### src/rtl/id_dispatch_sched.sv
// Dispatch scheduler: pops decoded packets, classifies by opcode, holds on WAW/full-unit hazards, issues to ALU/CAR/SEN.
// Latency: a packet popped at cycle N presents its valid at N+1 at the earliest; sustains one issue per cycle.
// Backpressure: valid holds with a stable packet until ready; no pop while a packet is held and not firing.
// Optional build macro DISPATCH_STATS_EN adds saturating stat_issued / stat_stall counters.
module id_dispatch_sched #(
    parameter int MAX_OUT = 4,
    parameter int OUT_W   = 4
) (
    input  logic        clk,
    input  logic        reset,
    input  logic [41:0] fifo_rd_data,
    input  logic        fifo_empty,
    output logic        fifo_rd_en,
    output logic [41:0] alu_data,
    output logic [41:0] car_data,
    output logic [41:0] sen_data,
    output logic        alu_valid,
    output logic        car_valid,
    output logic        sen_valid,
    input  logic        alu_ready,
    input  logic        car_ready,
    input  logic        sen_ready,
    input  logic        WB_reg_write,
    input  logic [3:0]  WB_reg_addr,
    output logic [15:0] busy_mask,
    output logic        illegal_op,
`ifdef DISPATCH_STATS_EN
    output logic [15:0] stat_issued,
    output logic [15:0] stat_stall,
`endif
    output logic        sched_idle
);

    typedef enum logic {IDLE, HELD} state_t;

    localparam logic [1:0] U_ALU = 2'd0;
    localparam logic [1:0] U_CAR = 2'd1;
    localparam logic [1:0] U_SEN = 2'd2;

    state_t            state, state_n;
    logic [41:0]       pkt;
    logic [OUT_W-1:0]  out_cnt [3];
    logic [1:0]        owner [16];

    logic [4:0]        pkt_op;
    logic [3:0]        pkt_rd;
    logic              pkt_wb;
    logic [1:0]        cls_unit;
    logic              is_nop, is_ill;
    logic [OUT_W-1:0]  sel_cnt;
    logic              sel_rdy;
    logic              hazard, stall, issue, fire;
    logic              retire_hit;
    logic [2:0]        cnt_inc, cnt_dec;

    assign pkt_op   = pkt[41:37];
    assign pkt_rd   = pkt[36:33];
    assign pkt_wb   = pkt[0];
    assign alu_data = pkt;
    assign car_data = pkt;
    assign sen_data = pkt;

    // Opcode classification of the held packet
    always_comb begin
        cls_unit = U_ALU;
        is_nop   = 1'b0;
        is_ill   = 1'b0;
        case (pkt_op)
            5'b00000, 5'b00001, 5'b00011, 5'b00100, 5'b00101, 5'b00110,
            5'b00111, 5'b01000, 5'b10000, 5'b10001, 5'b10010: cls_unit = U_ALU;
            5'b01011, 5'b01100, 5'b01101, 5'b01110:           cls_unit = U_CAR;
            5'b01010, 5'b01111:                               cls_unit = U_SEN;
            5'b01001:                                         is_nop   = 1'b1;
            default:                                          is_ill   = 1'b1;
        endcase
    end

    // Target unit's ready and outstanding count
    always_comb begin
        sel_cnt = out_cnt[0];
        sel_rdy = alu_ready;
        case (cls_unit)
            U_CAR: begin sel_cnt = out_cnt[1]; sel_rdy = car_ready; end
            U_SEN: begin sel_cnt = out_cnt[2]; sel_rdy = sen_ready; end
            default: ;
        endcase
    end

    // Hazard uses the registered scoreboard only: a same-cycle retire is not bypassed
    assign hazard     = pkt_wb && (busy_mask[pkt_rd] || (sel_cnt == OUT_W'(MAX_OUT)));
    assign retire_hit = WB_reg_write && busy_mask[WB_reg_addr];

    // FSM next state, pop strobe, issue and illegal pulse
    always_comb begin
        state_n    = state;
        fifo_rd_en = 1'b0;
        illegal_op = 1'b0;
        stall      = 1'b0;
        issue      = 1'b0;
        fire       = 1'b0;
        case (state)
            IDLE: begin
                fifo_rd_en = !fifo_empty;
                if (!fifo_empty) state_n = HELD;
            end
            HELD: begin
                if (is_nop) begin
                    state_n = IDLE;
                end else if (is_ill) begin
                    illegal_op = 1'b1;
                    state_n    = IDLE;
                end else if (hazard) begin
                    stall = 1'b1;
                end else begin
                    issue = 1'b1;
                    fire  = sel_rdy;
                    if (sel_rdy) begin
                        fifo_rd_en = !fifo_empty;
                        state_n    = fifo_empty ? IDLE : HELD;
                    end
                end
            end
            default: state_n = IDLE;
        endcase
    end

    assign alu_valid = issue && (cls_unit == U_ALU);
    assign car_valid = issue && (cls_unit == U_CAR);
    assign sen_valid = issue && (cls_unit == U_SEN);

    // Per-unit increment on a writeback fire, decrement on a hit retire
    always_comb begin
        cnt_inc = 3'b000;
        cnt_dec = 3'b000;
        if (fire && pkt_wb) begin
            case (cls_unit)
                U_CAR:   cnt_inc[1] = 1'b1;
                U_SEN:   cnt_inc[2] = 1'b1;
                default: cnt_inc[0] = 1'b1;
            endcase
        end
        if (retire_hit) begin
            case (owner[WB_reg_addr])
                U_CAR:   cnt_dec[1] = 1'b1;
                U_SEN:   cnt_dec[2] = 1'b1;
                default: cnt_dec[0] = 1'b1;
            endcase
        end
    end

    // State and held-packet register; a pop always reloads the packet
    always_ff @(posedge clk) begin
        if (reset) begin
            state <= IDLE;
            pkt   <= '0;
        end else begin
            state <= state_n;
            if (fifo_rd_en) pkt <= fifo_rd_data;
        end
    end

    // Destination scoreboard, owner table and outstanding counters
    always_ff @(posedge clk) begin
        if (reset) begin
            busy_mask <= '0;
            for (int i = 0; i < 16; i++) owner[i] <= U_ALU;
            for (int u = 0; u < 3; u++) out_cnt[u] <= '0;
        end else begin
            if (retire_hit) busy_mask[WB_reg_addr] <= 1'b0;
            if (fire && pkt_wb) begin
                busy_mask[pkt_rd] <= 1'b1;
                owner[pkt_rd]     <= cls_unit;
            end
            for (int u = 0; u < 3; u++)
                out_cnt[u] <= out_cnt[u] + OUT_W'(cnt_inc[u]) - OUT_W'(cnt_dec[u]);
        end
    end

    assign sched_idle = (state == IDLE) && (out_cnt[0] == '0) && (out_cnt[1] == '0) && (out_cnt[2] == '0);

`ifdef DISPATCH_STATS_EN
    // Saturating issue and stall event counters
    always_ff @(posedge clk) begin
        if (reset) begin
            stat_issued <= '0;
            stat_stall  <= '0;
        end else begin
            if (fire && (stat_issued != 16'hFFFF)) stat_issued <= stat_issued + 16'd1;
            if (stall && (stat_stall != 16'hFFFF)) stat_stall <= stat_stall + 16'd1;
        end
    end
`endif

endmodule

### config.mk
export PLATFORM = sky130hd
export DESIGN_NAME = id_dispatch_sched
export DESIGN_NICKNAME = d
export VERILOG_FILES = /design/src/rtl/id_dispatch_sched.sv
export SDC_FILE = /design/constraint.sdc
export NUM_CORES = 1
export LEC_CHECK = 0
export BUFFER_PORTS_ARGS = -buffer_cell sky130_fd_sc_hd__buf_2
export CORE_MARGIN = 4
export CORE_UTILIZATION = 51
export DETAILED_ROUTE_END_ITERATION = 7
export HOLD_SLACK_MARGIN = 0.08
export PLACE_DENSITY_LB_ADDON = 0.15
export SYNTH_ARGS = -nofsm -noshare
export SYNTH_HDL_FRONTEND = slang
export SYNTH_SLANG_ARGS = --single-unit
export TNS_END_PERCENT = 50
### constraint.sdc
create_clock -name clk -period 6.4 [get_ports clk]
set_clock_uncertainty 0.15 [all_clocks]
set_input_delay 0.96 -clock clk [delete_from_list [all_inputs] [get_ports clk]]
set_output_delay 0.96 -clock clk [all_outputs]
set_load 0.02 [all_outputs]
==> results of run 1 <==
-- Yosys cell counts (all sizes together), types with 2 or more instances --
cell type	number	area, um2
ha	21	263
edfxtp	32	961
and3	4	30.0
clkbuf	30	113
a21oi	18	90.1
buf	95	719
xor2	3	26.3
o21a	5	37.5
nand4	6	43.8
nand2	19	71.3
or2	2	12.5
a21o	3	22.5
nand2b	99	619
mux4	19	435
and2	7	43.8
or4	2	18.8
mux2i	42	420
nor4	7	56.3
inv	25	93.8
dfxtp	71	1420
a22oi	3	27.5
nor2b	9	56.3
nand4b	2	17.5
fa	3	60.1
o21ai	20	100
xnor2	5	43.8
nor2	43	186
o21bai	4	30.0
nand3	17	85.1
-- power by group --
part / internal [W] / switching (W) / total [W]
logic: 0.000107 / 0.000172 / 0.000279
registers: 0.000699 / 0.0000334 / 0.000732
clock network: 0.000313 / 0.000248 / 0.000560
total: 0.00112 / 0.000453 / 0.00157
-- routing by layer --
metal	global-route usage (%)	share of wire (%)	vias up
met5	0	0	-
met4	5.05	1.2	0
met3	6.79	9.3	16
met2	35.8	49	208
met1	27.0	41	2198
li1	-	-	2218
-- tightest hold or removal path, cell delays in order, from the launching register on --
cell and delay (ns):
dfxtp_1 0.33, nand2b_1 0.07, mux2i_1 0.05
-- sequential cells by signal (all words and copies together), names as in the netlist --
signal and count:
state 1, out_cnt 12, busy_mask 16, owner 32, alu_data 42
-- stage by stage --
stage / worst slack, ns / power (W)
2_1_floorplan: 1.87 / 0.000975
3_3_place_gp: 2.18 / 0.00102
3_5_place_dp: 2.10 / 0.00103
4_1_cts: 1.70 / 0.00159
5_1_grt: 1.48 / 0.00164
6_report: 1.78 / 0.00157
-- final timing paths --
check,end,slack [ns],cells past startpoint
worst min register to register,alu_data[13],0.34,2
worst max register to register,out_cnt[0][10],2.59,14
worst min-delay path,alu_data[13],0.34,2
worst max-delay path,fifo_rd_en,1.78,10
-- final cells by class --
| cell class | instances | area [um2] | share of cell area, % |
|---|---|---|---|
| Tap cell | 147 | 184 | 2.66 |
| Clock inverter | 3 | 22.5 | 0.326 |
| Clock buffer | 13 | 283 | 4.09 |
| Timing Repair Buffer | 204 | 1030 | 14.9 |
| Sequential cell | 103 | 2380 | 34.5 |
| Inverter | 25 | 93.8 | 1.36 |
| Multi-Input combinational cell | 375 | 2910 | 42.1 |
-- cell families after synthesis --
logic type	share of synthesized area [%]
AOI/OAI and AO/OA	6.05
xor gates and xnor gates	1.13
adders and majority gates	5.20
buffers and inverters	14.9
DFF	38.4
muxes	13.8
and+or+nand+nor	20.5
==> run metrics, run 1 <==
Final Max Tran Viols 0; Final setup viols 0; PostCTS Resize Cnt 0; Initial Utilization 51.9%; Worst path top cell family by delay buffers and inverters; WP data arrival 3.51 ns; first-pass GRT wire length 24100 um; critical path launch point type flop; via count 4640; period utilization 72.1%; Rows 40; most common cell after layout, fill and taps aside buf_2; FMAX 0.217 GHz; number of synthesized flops with an enable pin 32; die width 118 um; # diodes 0; Final Critical Period 4.62 ns; Primary FF master, synth dfxtp_1; CTS tree done; Hold Fails Final Rpt 0; critical path required time 5.29 ns; cell area power density 228 nW/um2; worst skew pair latency 0.36 ns; RSZ-0062 raised after global routing no; CTS root buffer clkbuf_16; Ports 201; Fin Setup TNS 0 ns; gr usage total 21.4%; share of layout cells above drive strength 1 35.3%; Fillers 1052; #FFs+latches synth 103; Worst path most repeated cell nand3_1; static leakage 3.12 nW; TritonCTS Buffers 9; Finished Layout Cells 870; GP Congestion 0.893; 1st-pass router iterations 6; Avg Inst Size Synth 9.88 um2; Hold Path Class flop to flop; Final Net Count 795; chip height 118 um; CTS hold repair buffers 0; # DRC 0; YS warnings 0; number of clock sinks 103; hold_ws 0.344 ns; Worst Path Buf+Inv 2; grt total ovfl 0; critical path cell sequence nor2b_1, nand3_1, ha_1, a22oi_1, nor3_1, a21oi_1, nand3_1, a31oi_4, buf_4, buf_2; Longest Clk Path Bufs 2; Clock H-tree levels 3; CP max stage delay 0.59 ns; max cap viols 0; startpoint of the worst hold path alu_data[13]; placed insts 854; Final Core Density 57.7%; Slowest-stage cell, CP buf_4; HPWL after DPL 11100 um; via density per instance 5.33; clk slew on worst S/H paths 0.07 ns; Core ar. 12000 um2; ys async rst share 0%; Mapped Cells 628; Worst-Margin Slew 0.862 ns; most frequent cells in the layout buf_2 (200), nand2b_1 (99), dfxtp_1 (71); Seq/Total Area, Yosys 38.4%; die area 14000 um2; Post-Syn Nets 705; crit path from alu_data[40]; Total Wirelength 14900 um; IO buf count 200; Slew headroom 42.5%; mapped cell area 6200 um2; initial antenna violation count 0; remaining antenna violation count 0; drt wl/cell 17.1 um; library cells used by synthesis 51; vias in the first global route 4610; endpoint class of the critical path output pin; setup bufs post-CTS 0; status finished clean; worst reg2reg startpoint alu_data[40]; final non-filler cell area 6910 um2; placed cell area 6600 um2; Worst Path Max Fanout 43; Max VDD drop 0.000171 V; largest net degree at the start of global routing 116; kind of critical path flop to output pin; Area Growth Syn to Fin 11.3%; Iter 0 DRT Violations 334
No activity file was read; power rests on OpenSTA's default activity.
==> run 2, diff against run 1 <==
==> constraint.sdc (replaced) <==
create_clock -name clk -period 4.75 [get_ports clk]
set_clock_uncertainty 0.15 [all_clocks]
set_input_delay 0.7125 -clock clk [delete_from_list [all_inputs] [get_ports clk]]
set_output_delay 0.7125 -clock clk [all_outputs]
set_load 0.02 [all_outputs]
==> run metrics, run 2 (synthesized netlist as in run 1, its figures left out) <==
via count 4691; Ports 201; die width 118 um; max cap viols 0; startpoint of the worst hold path alu_data[13]; critical path launch point type flop; remaining antenna violation count 0; worst skew pair latency 0.35 ns; R2R depth 14; chip height 118 um; 1st-pass router iterations 5; Placement Setup Slack 0.660 ns; hold worst-path end alu_data[13]; Hold Fails Final Rpt 0; Fillers 1071; Hold Path Class flop to flop; static leakage 3.13 nW; register area 2380 um2; initial antenna violation count 0; worst reg2reg startpoint alu_data[39]; critical path required time 4.81 ns; grt total ovfl 0; Area Growth Syn to Fin 11.2%; WP data arrival 4.02 ns; die area 14000 um2; Max VDD drop 0.000156 V; gr usage total 21.3%; Worst Path Max Fanout 14; Clock H-tree levels 3; cell area power density 304 nW/um2; first-pass GRT wire length 23900 um; Rows 40; Total Wirelength 15200 um; max FFs per register 42; PostCTS Resize Cnt 0; vias in the first global route 4568; Multi-input gate area 2910 um2; Hold Crit Depth 2; drt wl/cell 17.4 um; Longest Clk Path Bufs 2; Fin Setup TNS 0 ns; GP Congestion 0.861; Final Critical Period 3.97 ns; most common cell after layout, fill and taps aside buf_2; CTS hold repair buffers 0; TritonCTS Buffers 9; Iter 0 DRT Violations 365; HPWL after DPL 11300 um; clk slew on worst S/H paths 0.07 ns; Final Max Tran Viols 0; flop2flop setup slack 0.78 ns; Final Net Count 796; via density per instance 5.39; status finished clean; largest net degree at the start of global routing 93; RSZ-0062 raised after global routing no; number of clock sinks 103; kind of critical path flop to flop; worst setup margin 0.784 ns; Core ar. 12000 um2; CTS tree done; endpoint class of the critical path flop; Initial Utilization 51.9%; share of layout cells above drive strength 1 35.2%; period utilization 83.5%; CTS root buffer clkbuf_16; Slew headroom 51.5%; FMAX 0.252 GHz; # DRC 0; most frequent cells in the layout buf_2 (200), nand2b_1 (99), dfxtp_1 (71); IO buf count 200; Final setup viols 0; # diodes 0; Worst-Margin Slew 0.728 ns; Reg2Reg Capture Point out_cnt[0][2]; setup bufs post-CTS 0
run 2: cell type report:
type	instances	share of cell area, %
timing repair buffer	205	15.1
multi-input combinational	375	42.2
tap	147	2.67
clock buffer	11	3.52
clock inverter	5	0.689
inverter	25	1.36
sequential	103	34.5
run 2: power by group:
part / total [W] / switching (W) / leakage, nW / internal [W]
clock network: 0.000734 / 0.000316 / 0.144 / 0.000418
logic: 0.000375 / 0.000231 / 2.07 / 0.000144
registers: 0.000989 / 0.0000469 / 0.911 / 0.000942
total: 0.00210 / 0.000594 / 3.13 / 0.00150
run 2: worst max-delay path by stage:
stage          depth (start not counted)              to  slack (ns)      startpoint
6_report                              14   out_cnt[0][2]        0.78    alu_data[39]
5_1_grt                               13  out_cnt[0][10]        0.48    alu_data[40]
4_1_cts                               14   out_cnt[0][2]        0.83    alu_data[39]
3_5_place_dp                          13   out_cnt[0][2]        0.66  WB_reg_addr[0]
3_3_place_gp                          13   out_cnt[0][2]        0.78  WB_reg_addr[0]
2_1_floorplan                         14   out_cnt[0][2]        0.46  WB_reg_addr[0]
run 2: metrics by stage:
step	area [um2]	utilization [%]	instances	hold slack [ns]	total power, W
2_1_floorplan	6200	-	628	0.420	0.00131
3_3_place_gp	6610	55.2	855	0.328	0.00138
3_5_place_dp	6610	55.2	855	0.331	0.00139
4_1_cts	6900	57.7	871	0.347	0.00212
5_1_grt	6900	57.7	871	0.367	0.00218
6_report	6900	57.7	871	0.343	0.00210
run 2: layer usage:
metal | share of wire (%) | wire length, um | up-vias | global-route usage (%)
li1 | - | - | 2227 | -
met1 | 43 | 6530 | 2233 | 28.8
met2 | 48 | 7250 | 204 | 34.2
met3 | 7.1 | 1080 | 27 | 4.21
met4 | 2.0 | 302 | 0 | 7.40
met5 | 0 | 0 | - | 0
run 2: critical path, stage by stage (launching register included):
cell and delay, ns:
dfxtp_1 0.63, xnor2_1 0.18, nand3_1 0.20, inv_1 0.11
ha_1 0.28, a22oi_1 0.12, o21ai_0 0.27, o211a_1 0.27
and4_1 0.59, and2_1 0.21, ha_1 0.17, inv_1 0.06
fa_1 0.38, xor2_1 0.16, nor2_1 0.05
